File: config.mk
export PLATFORM = sky130hd
export DESIGN_NAME = fwd_hazard_unit_flat
export DESIGN_NICKNAME = d
export VERILOG_FILES = /design/src/rtl/fwd_pkg.sv /design/src/rtl/fwd_hazard_unit_if.sv /design/src/rtl/fwd_port_mux.sv /design/src/rtl/fwd_hazard_unit.sv /design/src/flat_wrapper.sv
export SDC_FILE = /design/constraint.sdc
export NUM_CORES = 1
export LEC_CHECK = 0
export CELL_PAD_IN_SITES_DETAIL_PLACEMENT = 2
export CELL_PAD_IN_SITES_GLOBAL_PLACEMENT = 2
export CORE_AREA = 2 2 171 173
export DETAILED_ROUTE_END_ITERATION = 8
export DIE_AREA = 0 0 173 175
export GPL_TIMING_DRIVEN = 0
export PLACE_DENSITY = 0.9
export SLEW_MARGIN = 30
export SYNTH_ARGS = -nofsm -noshare
export SYNTH_HDL_FRONTEND = slang
export SYNTH_SLANG_ARGS = --single-unit
File: constraint.sdc
create_clock -name clk -period 6.5 [get_ports clk]
set_clock_uncertainty 0.15 [all_clocks]
set_input_delay 1.3 -clock clk [delete_from_list [all_inputs] [get_ports clk]]
set_output_delay 1.3 -clock clk [all_outputs]
set_load 0.05 [all_outputs]
File: src/rtl/fwd_pkg.sv
// Shared types for the operand-forwarding / load-use hazard unit.
package fwd_pkg;

    localparam int unsigned XLEN_P = 32;
    localparam int unsigned REG_W  = 5;
    localparam logic [REG_W-1:0] REG_X0 = 5'd0;

    typedef enum logic [2:0] {
        SRC_REGFILE = 3'd0,
        SRC_EX      = 3'd1,
        SRC_MA      = 3'd2,
        SRC_HIST0   = 3'd3,
        SRC_HIST1   = 3'd4,
        SRC_HIST2   = 3'd5,
        SRC_HIST3   = 3'd6
    } fwd_src_e;

    typedef struct packed {
        logic              valid;
        logic [REG_W-1:0]  rd;
        logic [XLEN_P-1:0] data;
    } hist_entry_t;

endpackage

File: src/rtl/fwd_hazard_unit_if.sv
// ID/EX forwarding bus: pipeline-side inputs and resolved operands/stall.
interface fwd_hazard_unit_if #(
    parameter int unsigned XLEN   = 32,
    parameter int unsigned NUM_RD = 2,
    parameter int unsigned CNT_W  = 32
);
    logic                     advance;
    logic [NUM_RD*5-1:0]      rs_id;
    logic [NUM_RD-1:0]        rs_used;
    logic [NUM_RD*XLEN-1:0]   opnd_id;
    logic [4:0]               rd_ex;
    logic                     reg_we_ex;
    logic                     is_load_ex;
    logic [XLEN-1:0]          alu_result;
    logic [4:0]               rd_ma;
    logic                     reg_we_ma;
    logic [XLEN-1:0]          reg_wdata;
    logic [NUM_RD*XLEN-1:0]   opnd;
    logic [NUM_RD*3-1:0]      fwd_src;
    logic                     stall;
    logic [CNT_W-1:0]         stall_cnt;

    modport master (
        output advance, rs_id, rs_used, opnd_id, rd_ex, reg_we_ex, is_load_ex,
               alu_result, rd_ma, reg_we_ma, reg_wdata,
        input  opnd, fwd_src, stall, stall_cnt
    );

    modport slave (
        input  advance, rs_id, rs_used, opnd_id, rd_ex, reg_we_ex, is_load_ex,
               alu_result, rd_ma, reg_we_ma, reg_wdata,
        output opnd, fwd_src, stall, stall_cnt
    );
endinterface

File: src/rtl/fwd_port_mux.sv
// Priority forwarding select for one source operand (EX > MA > history > regfile).
module fwd_port_mux
    import fwd_pkg::*;
#(
    parameter int unsigned XLEN       = XLEN_P,
    parameter int unsigned HIST_DEPTH = 2
) (
    input  logic [4:0]      rs,
    input  logic [XLEN-1:0] opnd_id,
    input  logic [4:0]      rd_ex,
    input  logic            reg_we_ex,
    input  logic            is_load_ex,
    input  logic [XLEN-1:0] alu_result,
    input  logic [4:0]      rd_ma,
    input  logic            reg_we_ma,
    input  logic [XLEN-1:0] reg_wdata,
    input  hist_entry_t     hist [HIST_DEPTH],
    output logic [XLEN-1:0] opnd_c,
    output fwd_src_e        fwd_src_c,
    output logic            load_hit_c
);

    logic hist_found;

    // A load match in EX claims the operand but supplies no data; the stall covers it.
    always_comb begin
        opnd_c     = opnd_id;
        fwd_src_c  = SRC_REGFILE;
        load_hit_c = 1'b0;
        hist_found = 1'b0;
        if (rs != REG_X0) begin
            if (reg_we_ex && (rd_ex == rs)) begin
                if (is_load_ex) begin
                    load_hit_c = 1'b1;
                end else begin
                    opnd_c    = alu_result;
                    fwd_src_c = SRC_EX;
                end
            end else if (reg_we_ma && (rd_ma == rs)) begin
                opnd_c    = reg_wdata;
                fwd_src_c = SRC_MA;
            end else begin
                for (int i = 0; i < int'(HIST_DEPTH); i++) begin
                    if (!hist_found && hist[i].valid && (hist[i].rd == rs)) begin
                        hist_found = 1'b1;
                        opnd_c     = XLEN'(hist[i].data);
                        fwd_src_c  = fwd_src_e'(3'(int'(SRC_HIST0) + i));
                    end
                end
            end
        end
    end

endmodule

File: src/rtl/fwd_hazard_unit.sv
// Operand forwarding and load-use stall detection between ID and EX,
// with a committed-writeback history and a saturating stall counter.
module fwd_hazard_unit
    import fwd_pkg::*;
#(
    parameter int unsigned XLEN       = XLEN_P,
    parameter int unsigned NUM_RD     = 2,
    parameter int unsigned HIST_DEPTH = 2,
    parameter int unsigned CNT_W      = 32
) (
    input  logic             clk,
    input  logic             reset,
    fwd_hazard_unit_if.slave bus
);

    hist_entry_t      hist_q [HIST_DEPTH];
    hist_entry_t      hist_d [HIST_DEPTH];
    logic [XLEN-1:0]  opnd_arr [NUM_RD];
    fwd_src_e         src_arr [NUM_RD];
    logic             load_hit_arr [NUM_RD];
    logic             stall_c;
    logic [CNT_W-1:0] stall_cnt_q;
    logic [CNT_W-1:0] stall_cnt_d;

    for (genvar k = 0; k < int'(NUM_RD); k++) begin : g_port
        fwd_port_mux #(
            .XLEN       (XLEN),
            .HIST_DEPTH (HIST_DEPTH)
        ) u_mux (
            .rs         (bus.rs_id[5*k +: 5]),
            .opnd_id    (bus.opnd_id[XLEN*k +: XLEN]),
            .rd_ex      (bus.rd_ex),
            .reg_we_ex  (bus.reg_we_ex),
            .is_load_ex (bus.is_load_ex),
            .alu_result (bus.alu_result),
            .rd_ma      (bus.rd_ma),
            .reg_we_ma  (bus.reg_we_ma),
            .reg_wdata  (bus.reg_wdata),
            .hist       (hist_q),
            .opnd_c     (opnd_arr[k]),
            .fwd_src_c  (src_arr[k]),
            .load_hit_c (load_hit_arr[k])
        );
    end

    // Pack per-port results; only ports that really read their operand can stall.
    always_comb begin
        bus.opnd    = '0;
        bus.fwd_src = '0;
        stall_c     = 1'b0;
        for (int k = 0; k < int'(NUM_RD); k++) begin
            bus.opnd[XLEN*k +: XLEN] = opnd_arr[k];
            bus.fwd_src[3*k +: 3]    = src_arr[k];
            stall_c                  = stall_c | (load_hit_arr[k] & bus.rs_used[k]);
        end
    end

    assign bus.stall     = stall_c;
    assign bus.stall_cnt = stall_cnt_q;

    // History shifts only when MA retires, so a frozen pipeline never duplicates entries.
    always_comb begin
        hist_d      = hist_q;
        stall_cnt_d = stall_cnt_q;
        if (bus.advance) begin
            hist_d[0].valid = bus.reg_we_ma && (bus.rd_ma != REG_X0);
            hist_d[0].rd    = bus.rd_ma;
            hist_d[0].data  = XLEN_P'(bus.reg_wdata);
            for (int i = 1; i < int'(HIST_DEPTH); i++) begin
                hist_d[i] = hist_q[i-1];
            end
        end
        if (stall_c && (stall_cnt_q != '1)) begin
            stall_cnt_d = stall_cnt_q + CNT_W'(1);
        end
    end

    always_ff @(posedge clk) begin
        if (reset) begin
            for (int i = 0; i < int'(HIST_DEPTH); i++) begin
                hist_q[i].valid <= 1'b0;
            end
            stall_cnt_q <= '0;
        end else begin
            hist_q      <= hist_d;
            stall_cnt_q <= stall_cnt_d;
        end
    end

endmodule

File: src/flat_wrapper.sv
// flat-port wrapper written by rule: the top's interface ports become plain ports
module fwd_hazard_unit_flat import fwd_pkg::*;
#(
    parameter int unsigned XLEN       = XLEN_P,
    parameter int unsigned NUM_RD     = 2,
    parameter int unsigned HIST_DEPTH = 2,
    parameter int unsigned CNT_W      = 32
)
  (clk, reset, bus_advance, bus_rs_id, bus_rs_used, bus_opnd_id, bus_rd_ex, bus_reg_we_ex, bus_is_load_ex, bus_alu_result, bus_rd_ma, bus_reg_we_ma, bus_reg_wdata, bus_opnd, bus_fwd_src, bus_stall, bus_stall_cnt);
  fwd_hazard_unit_if #(.XLEN(XLEN), .NUM_RD(NUM_RD), .CNT_W(CNT_W)) bus_i ();
  input  logic clk;
  input  logic reset;
  input wire logic [$bits(bus_i.advance)-1:0] bus_advance;
  input wire logic [$bits(bus_i.rs_id)-1:0] bus_rs_id;
  input wire logic [$bits(bus_i.rs_used)-1:0] bus_rs_used;
  input wire logic [$bits(bus_i.opnd_id)-1:0] bus_opnd_id;
  input wire logic [$bits(bus_i.rd_ex)-1:0] bus_rd_ex;
  input wire logic [$bits(bus_i.reg_we_ex)-1:0] bus_reg_we_ex;
  input wire logic [$bits(bus_i.is_load_ex)-1:0] bus_is_load_ex;
  input wire logic [$bits(bus_i.alu_result)-1:0] bus_alu_result;
  input wire logic [$bits(bus_i.rd_ma)-1:0] bus_rd_ma;
  input wire logic [$bits(bus_i.reg_we_ma)-1:0] bus_reg_we_ma;
  input wire logic [$bits(bus_i.reg_wdata)-1:0] bus_reg_wdata;
  output wire logic [$bits(bus_i.opnd)-1:0] bus_opnd;
  output wire logic [$bits(bus_i.fwd_src)-1:0] bus_fwd_src;
  output wire logic [$bits(bus_i.stall)-1:0] bus_stall;
  output wire logic [$bits(bus_i.stall_cnt)-1:0] bus_stall_cnt;
  assign bus_i.advance = bus_advance;
  assign bus_i.rs_id = bus_rs_id;
  assign bus_i.rs_used = bus_rs_used;
  assign bus_i.opnd_id = bus_opnd_id;
  assign bus_i.rd_ex = bus_rd_ex;
  assign bus_i.reg_we_ex = bus_reg_we_ex;
  assign bus_i.is_load_ex = bus_is_load_ex;
  assign bus_i.alu_result = bus_alu_result;
  assign bus_i.rd_ma = bus_rd_ma;
  assign bus_i.reg_we_ma = bus_reg_we_ma;
  assign bus_i.reg_wdata = bus_reg_wdata;
  assign bus_opnd = bus_i.opnd;
  assign bus_fwd_src = bus_i.fwd_src;
  assign bus_stall = bus_i.stall;
  assign bus_stall_cnt = bus_i.stall_cnt;
  fwd_hazard_unit #(.XLEN(XLEN), .NUM_RD(NUM_RD), .HIST_DEPTH(HIST_DEPTH), .CNT_W(CNT_W)) u_core (.clk(clk), .reset(reset), .bus(bus_i));
endmodule
==> flow_summary.json <==
{
  "status": "complete, no violations",
  "grt_max_degree": 21,
  "grt_first_pass_wirelength_um": 54600,
  "cts_root_buffer": "clkbuf_16",
  "max_slew_margin": 0.464,
  "p_switching_w": 0.000591,
  "worst_ep_arrival_time_ns": 4.92,
  "yosysTopAreaCell": "edfxtp_1",
  "initial_core_util": 0.258,
  "finalCriticalPeriod_ns": 6.37,
  "overflow": 0,
  "place.port_buffers": 248,
  "nets": 1241,
  "vias": 8009,
  "synth_seq_area_share": 0.396,
  "cts_buffer_depth": 2,
  "synth_top_area_frac": 0.303,
  "final-max-slew-violation-count": 0,
  "synth_cell_type_count": 40,
  "ys_warn_count": 0,
  "p_int_w": 0.00131,
  "fp-row-count": 62,
  "cts_setup_buffers": 0,
  "yosys_register_bits": 108,
  "areaGrowthSynthToFinish_pct": 46.8,
  "hold_path_class": "flip-flop to flip-flop",
  "cts_htree_levels": 3,
  "combPwrFrac": 0.263,
  "maxCapViolCount": 0,
  "synthesis.area_um2": 7330,
  "dpl.hpwl_um": 26800,
  "via_per_inst": 5.43,
  "cts_sinks": 108,
  "drtIter0Drc": 407,
  "ys.flop_type": "edfxtp_1",
  "drc": 0,
  "fill_cells": 3168,
  "wl_um": 35600,
  "pwr-share-clk": 0.327,
  "cts_tree": "yes",
  "fmax_ghz": 0.157,
  "crit_path_end_kind": "output port",
  "startpoint_type": "input pin",
  "antenna_found_initial": 5,
  "fp.dieH_um": 175,
  "firstDrtPassIters": 4,
  "synth_fp_nets": 978,
  "timing_hold_violations_final": 0,
  "rsz0062_at_grt": "no",
  "worstSetupPathType": "input pin to output port",
  "gp_congestion": 0.847,
  "utilization": 0.379,
  "ant_nets": 0,
  "grt_usage": 0.233,
  "worstPathMaxFanout": 10,
  "worst_pin_slew_ns": 0.804,
  "cts_made_buffers": 9,
  "avgSynthCellArea_um2": 8.92,
  "p_seq_frac": 0.410,
  "die_area_um2": 30300,
  "pin_count": 259,
  "die_w_um": 173,
  "drive_gt1_frac": 0.0459,
  "power_w": 0.00190,
  "synth_area_leaders": "edfxtp_1, dfxtp_1, mux2i_1, a211o_1, a22oi_1",
  "wl_per_cell_um": 24.2,
  "leakage_nw": 3.70,
  "insertion_delay_ns": 0.35,
  "clk_pin_slew_ns": 0.08,
  "grt_pass1_vias": 8922,
  "ir_drop_v": 0.0000781,
  "switching_share": 0.310,
  "power.density_nw_per_um2": 177,
  "period_share": 0.980,
  "worst_ep_required_time_ns": 5.05,
  "finalSetupViolCount": 0,
  "core_um2": 28400,
  "synth-edff-count": 74,
  "synthCells": 821,
  "synthArstFlopShare": 0
}
-- flip-flops by register name (all words and copies together), names as in the netlist --
signal	cells
u_core.hist_q	76
u_core.bus.stall_cnt	32
-- path summary, 6_finish.rpt --
check	end	cells past startpoint	start	slack, ns
min reg2reg	u_core.hist_q[27]	0	u_core.hist_q[65]	0.34
max reg2reg	u_core.bus.stall_cnt[21]	7	u_core.bus.stall_cnt[6]	3.74
min	u_core.hist_q[27]	0	u_core.hist_q[65]	0.34
max	bus_opnd[33]	9	bus_rd_ma[1]	0.13
-- cell usage in the layout, fill, tap and decap left out, types with 6 or more instances in the layout --
cell type        instances
or4_1                    7
clkdlybuf4s50_1        248
xnor2_1                 12
a22oi_1                 64
o31ai_1                  6
nor2_1                  82
a211o_1                 64
mux2i_1                 66
clkbuf_1                53
or3_1                   21
buf_2                   10
nor4_1                   7
xor2_1                  27
nand3_1                 83
edfxtp_1                74
nand4_1                 20
o21ai_0                 22
clkbuf_16                9
nand2_1                 78
dfxtp_1                 34
a21oi_1                 33
nor2b_1                  6
and3_1                   9
-- layer usage --
metal,track usage,up-vias,part of all wire
li1,-,3608,-
met1,0.280,4061,0.42
met2,0.416,283,0.50
met3,0.0490,53,0.057
met4,0.0703,4,0.023
met5,0,-,0.00076
-- per-stage QoR --
step                      std cells  worst slack, ns  area [um^2]  hold slack, ns  setup TNS [ns]
after CTS                      1473           0.0125        10700           0.342               0
after global placement         1453            -1.70        10300           0.309         -125.23
final                          1474            0.133        10800           0.341               0
after floorplan                 821            0.877         7330           0.301               0
after global routing           1473          0.00554        10700           0.354               0
after detailed placement       1457           -0.212        10400           0.316           -3.65
-- critical path, stage by stage --
cell,delay (ns)
clkdlybuf4s50_1,0.51
xor2_1,0.22
nor4_1,0.36
nand3_1,0.29
nor3b_2,0.48
clkbuf_1,0.60
a22oi_1,0.15
nand3_1,0.16
clkdlybuf4s50_1,0.85
-- layout make-up --
type	instances	area (um^2)	share of cell area
Antenna cell	1	2.50	0.000233
Buffer	71	305	0.0284
Clock buffer	9	225	0.0209
Clock inverter	7	98.8	0.00919
Inverter	4	15.0	0.00140
Multi-Input combinational cell	638	4130	0.384
Sequential cell	108	2900	0.270
Tap cell	384	480	0.0447
Timing Repair Buffer	252	2590	0.241
-- kinds of logic after synthesis --
group           Yosys count  synth area share
compound gates          193             0.191
flops                   108             0.396
simple gates            334             0.223
mux                      70            0.0963
buf+inv                  75            0.0432
fa+ha+maj                 1           0.00171
xor+xnor                 40            0.0488
-- power by group through the flow --
stage | clock network [W] | logic [W] | registers (W)
floorplan | 0 | 0.000255 | 0.000793
global placement | 0 | 0.000479 | 0.000797
detailed placement | 0 | 0.000499 | 0.000797
CTS | 0.000635 | 0.000502 | 0.000781
global route | 0.000662 | 0.000525 | 0.000785
finish | 0.000622 | 0.000501 | 0.000781
-- cells in the mapped netlist (9+ instances only) --
library cell and number:
a22oi_1 64, xnor2_1 12, a21oi_1 33, mux2i_1 66, o21ai_0 22, and3_1 9, nor2_1 82, nand3_1 83
buf_2 10, or3_1 21, edfxtp_1 74, nand4_1 20, nand2_1 78, xor2_1 27, dfxtp_1 34, clkbuf_1 56
a211o_1 64
-- what timing repair did --
item,4_1_cts,5_1_grt
hold buffers,0,0
gates resized for setup,3,5
setup endpoints to repair,33,30
Note: power is estimated with default switching activity, not from simulation.
